$ cat src/rtl/program_counter.sv
// Hack CPU program counter: reset > load > call > ret > inc > hold, with out as a pure register.
// Define PC_RET_STACK_EN to build the DEPTH-entry hardware return-address stack for call/ret.
module program_counter #(
  parameter int W     = 16,
  parameter int DEPTH = 4
) (
  input  logic         clk,
  input  logic         rst_n,
  input  logic         reset,
  input  logic         load,
  input  logic         inc,
  input  logic         call,
  input  logic         ret,
  input  logic [W-1:0] in,
  output logic [W-1:0] out,
  output logic         stk_full,
  output logic         stk_empty,
  output logic         stk_err
);

  logic [W-1:0] out_r;
  logic [W-1:0] out_nxt_s;
  logic [W-1:0] out_inc_s;

  assign out       = out_r;
  assign out_inc_s = out_r + W'(1);

`ifdef PC_RET_STACK_EN
  localparam int AW = $clog2(DEPTH);

  logic [W-1:0]  stack_r [DEPTH];
  logic [AW:0]   cnt_r;
  logic [AW:0]   cnt_nxt_s;
  logic [AW:0]   cnt_dec_s;
  logic [AW-1:0] top_idx_s;
  logic          err_r;
  logic          err_nxt_s;
  logic          full_r;
  logic          empty_r;
  logic          push_s;

  assign cnt_dec_s = cnt_r - (AW+1)'(1);
  assign top_idx_s = cnt_dec_s[AW-1:0];

  assign stk_full  = full_r;
  assign stk_empty = empty_r;
  assign stk_err   = err_r;

  // Next-state selection by strict priority; a full-stack call still jumps but drops its return address.
  always_comb begin
    out_nxt_s = out_r;
    cnt_nxt_s = cnt_r;
    err_nxt_s = err_r;
    push_s    = 1'b0;
    if (reset) begin
      out_nxt_s = {W{1'b0}};
      cnt_nxt_s = {(AW+1){1'b0}};
      err_nxt_s = 1'b0;
    end else if (load) begin
      out_nxt_s = in;
    end else if (call) begin
      out_nxt_s = in;
      if (!full_r) begin
        push_s    = 1'b1;
        cnt_nxt_s = cnt_r + (AW+1)'(1);
      end else begin
        err_nxt_s = 1'b1;
      end
    end else if (ret) begin
      if (!empty_r) begin
        out_nxt_s = stack_r[top_idx_s];
        cnt_nxt_s = cnt_dec_s;
      end else begin
        err_nxt_s = 1'b1;
      end
    end else if (inc) begin
      out_nxt_s = out_inc_s;
    end else begin
      out_nxt_s = out_r;
    end
  end

  // PC, depth counter and flags; full/empty are registered alongside the counter they decode.
  always_ff @(posedge clk or negedge rst_n) begin
    if (!rst_n) begin
      out_r   <= {W{1'b0}};
      cnt_r   <= {(AW+1){1'b0}};
      err_r   <= 1'b0;
      full_r  <= 1'b0;
      empty_r <= 1'b1;
    end else begin
      out_r   <= out_nxt_s;
      cnt_r   <= cnt_nxt_s;
      err_r   <= err_nxt_s;
      full_r  <= (cnt_nxt_s == (AW+1)'(DEPTH));
      empty_r <= (cnt_nxt_s == {(AW+1){1'b0}});
    end
  end

  // Return-address storage; contents are meaningless above cnt, so no reset is needed.
  always_ff @(posedge clk) begin
    if (push_s) begin
      stack_r[cnt_r[AW-1:0]] <= out_inc_s;
    end
  end

`else
  logic unused_stack_s;

  assign unused_stack_s = ret ^ (DEPTH > 1);
  assign stk_full       = 1'b0;
  assign stk_empty      = 1'b1;
  assign stk_err        = 1'b0;

  // Without the stack, call is just a jump and ret falls through to inc/hold.
  always_comb begin
    out_nxt_s = out_r;
    if (reset) begin
      out_nxt_s = {W{1'b0}};
    end else if (load || call) begin
      out_nxt_s = in;
    end else if (inc) begin
      out_nxt_s = out_inc_s;
    end else begin
      out_nxt_s = out_r;
    end
  end

  // PC register.
  always_ff @(posedge clk or negedge rst_n) begin
    if (!rst_n) begin
      out_r <= {W{1'b0}};
    end else begin
      out_r <= out_nxt_s;
    end
  end
`endif

endmodule
$ cat config.mk
export PLATFORM = sky130hd
export DESIGN_NAME = program_counter
export DESIGN_NICKNAME = d
export VERILOG_FILES = /design/src/rtl/program_counter.sv
export SDC_FILE = /design/constraint.sdc
export NUM_CORES = 1
export LEC_CHECK = 0
export ABC_AREA = 1
export CAP_MARGIN = 40
export CORE_ASPECT_RATIO = 0.6
export CORE_MARGIN = 2
export CORE_UTILIZATION = 49
export DETAILED_ROUTE_END_ITERATION = 10
export GPL_TIMING_DRIVEN = 1
export MAX_ROUTING_LAYER = met4
export PLACE_DENSITY = 0.85
export SETUP_SLACK_MARGIN = 0.02
export SKIP_LAST_GASP = 1
export SYNTH_ARGS = -nofsm -noshare
export SYNTH_HDL_FRONTEND = slang
export SYNTH_SLANG_ARGS = --single-unit
$ cat constraint.sdc
create_clock -name clk -period 2.2 [get_ports clk]
set_input_delay 0.66 -clock clk [delete_from_list [all_inputs] [get_ports clk]]
set_output_delay 0.66 -clock clk [all_outputs]
set_load 0.005 [all_outputs]
==> results.json <==
{
  "status": "finished, final reports clean",
  "cts_hold_buf": 0,
  "stdcell_count": 259,
  "cp_slowest_cell": "clkdlybuf4s50_1",
  "met1_usage": 0.334,
  "cp-end-kind": "output pin",
  "setup_tns_ps": 0,
  "async_reset_ff_frac": 1.00,
  "ys_ff_latch": 16,
  "clock_latency_ps": 250,
  "synth_area_leader_cell": "dfrtp_1",
  "hpwl_um": 2290,
  "synth_compound_gate_area_share": 0.0959,
  "slowest_delay_ps": 550,
  "ioPinCount": 42,
  "synth-edff-count": 0,
  "synthDistinctLibCells": 26,
  "synth.area.mux_share": 0,
  "powerDensity_nw_per_um2": 460,
  "areaGrowthSynthToFinish_pct": 34.8,
  "fin_crit_sh": 0.878,
  "ant_nets": 0,
  "core_area_sq_um": 2450,
  "fmax_mhz": 517,
  "num_rows": 14,
  "globalRouteMet3Util": 0.0690,
  "worst_setup_path_start_kind": "flip-flop",
  "rsz0062_at_grt": "false",
  "drtIter0Drc": 72,
  "yosys.area_share.xor_xnor": 0.0283,
  "wirelength_um": 3010,
  "synthesis.area_sq_um": 1240,
  "wl_per_cell_um": 11.6,
  "antenna_cells": 0,
  "finalHoldViolCount": 0,
  "clockRootBuffer": "clkbuf_8",
  "tritoncts": "yes",
  "cap_viol_max_count": 0,
  "grt_pass1_vias": 1139,
  "top_usage_layer": "met2",
  "cts_post_setup_buffers_inserted": 0,
  "initial_core_util": 0.506,
  "yosysWarningCount": 0,
  "fin_skew_ps": 0.843,
  "layout-drive-gt1-share": 0.110,
  "slew_viol_final": 0,
  "die_h_um": 43.0,
  "worstPathRequired_ps": 1540,
  "worst-path-buf-inv": 1,
  "largest_register_ffs": 16,
  "clk_pin_slew_ps": 60,
  "hp-class": "flip-flop to flip-flop",
  "nets": 253,
  "fin_util": 0.682,
  "die_area_sq_um": 2960,
  "syn_avg_cell_area_sq_um": 6.56,
  "drcViolationCount": 0,
  "synth_common_cells": "nand2_1 (57), nor2_1 (30), inv_1 (17), dfrtp_1 (16), nand3_1 (14)",
  "synth-simple-area-share": 0.424,
  "synth_top_family_by_area": "simple AND/OR/NAND/NOR gates",
  "grt_start_max_net_pins": 25,
  "io_buffers": 37,
  "place.gp.congestion": 0.839,
  "syn_inst": 189,
  "finalSetupViolCount": 0,
  "avgViaCountPerCell": 4.92,
  "leakagePower_nw": 0.767,
  "placedInstanceArea_sq_um": 1630,
  "synth_top_area_frac": 0.323,
  "cp_top_family": "buffers and inverters",
  "finalCriticalPeriod_ps": 1930,
  "cts.sinks": 16,
  "post_cts_resized": 0,
  "yosysMostFrequentCell": "nand2_1",
  "gr-total-overflow": 0,
  "ys_seq_area_frac": 0.323,
  "synth_area_leaders": "dfrtp_1 (32%), nand2_1 (17%), nor2_1 (9.1%), nand3_1 (5.7%), inv_1 (5.1%)",
  "grt_usage": 0.235,
  "drt_pass1_iterations": 4,
  "ctsLongestPathBuffers": 2,
  "grt_pass1_wl_um": 5100,
  "num-fill-cells": 210,
  "dp.cells": 256,
  "synth_adder_area_share": 0.0101,
  "ir_drop_v": 0.000330,
  "num_vias": 1274,
  "path_class": "flip-flop to output pin",
  "final_area_sq_um": 1670,
  "antenna_found_initial": 0,
  "arrival_ps": 1270,
  "ys.flop_type": "dfrtp_1",
  "met2_usage": 0.337,
  "fp.dieW_um": 68.9,
  "worstPathCellList": "clkdlybuf4s50_1",
  "cp_max_fo": 7,
  "cts_buffers": 3,
  "h-tree-depth": 1
}
## where the power goes
part,internal (mW),leakage [nW],switching [mW]
Combinational,0.111,0.539,0.0848
Clock,0.121,0.0216,0.0976
Sequential,0.318,0.207,0.0370
Total,0.550,0.767,0.219
## per-stage QoR
step / power, mW / hold WS [ps] / setup WS, ps
floorplan: 0.446 / 364 / 765
global placement: 0.551 / 518 / 216
detailed placement: 0.555 / 525 / 164
CTS: 0.776 / 545 / 269
global route: 0.819 / 614 / 194
finish: 0.769 / 542 / 267
## layer usage
layer	vias up	wire length, um
li1	666	-
met4	0	14
met3	2	203
met2	38	1280
met5	-	0
met1	568	1510
## cell type report
cell class                 count  area, sq um  area share
multi-input combinational    145          703       0.421
timing repair buffer          42          408       0.244
inverter                      21         78.8      0.0472
tap                           32         40.0      0.0240
clock buffer                   3         41.3      0.0247
sequential                    16          400       0.240
## kinds of logic after synthesis
kind of cell | count (synthesis)
other | 2
AOI/OAI and AO/OA | 20
xor gates and xnor gates | 4
buffers and inverters | 29
and+or+nand+nor | 117
DFF | 16
adders and majority gates | 1
## cell usage in the layout (no fill, tap or decap), drive strengths merged
cell type / n
xor2: 4
o22ai: 2
nand4: 3
dfrtp: 16
nand3b: 1
nand3: 16
nand2: 60
o211ai: 1
ha: 1
inv: 21
o31ai: 1
buf: 5
a21oi: 1
clkbuf: 3
conb: 3
clkdlybuf4s50: 37
nor2: 37
o21ai: 15
## path summary, 6_finish.rpt
path / start / to / slack (ps) / cells past startpoint
worst min-delay path: out[15] / out[15] / 540 / 2
worst max register to register: out[1] / out[8] / 730 / 8
max in group asynchronous: rst_n / out[13] / 1280 / 2
worst min register to register: out[15] / out[15] / 540 / 2
worst max-delay path: out[2] / out[2] / 270 / 1
min in group asynchronous: rst_n / out[2] / 730 / 2
Note: power is estimated with default switching activity, not from simulation.
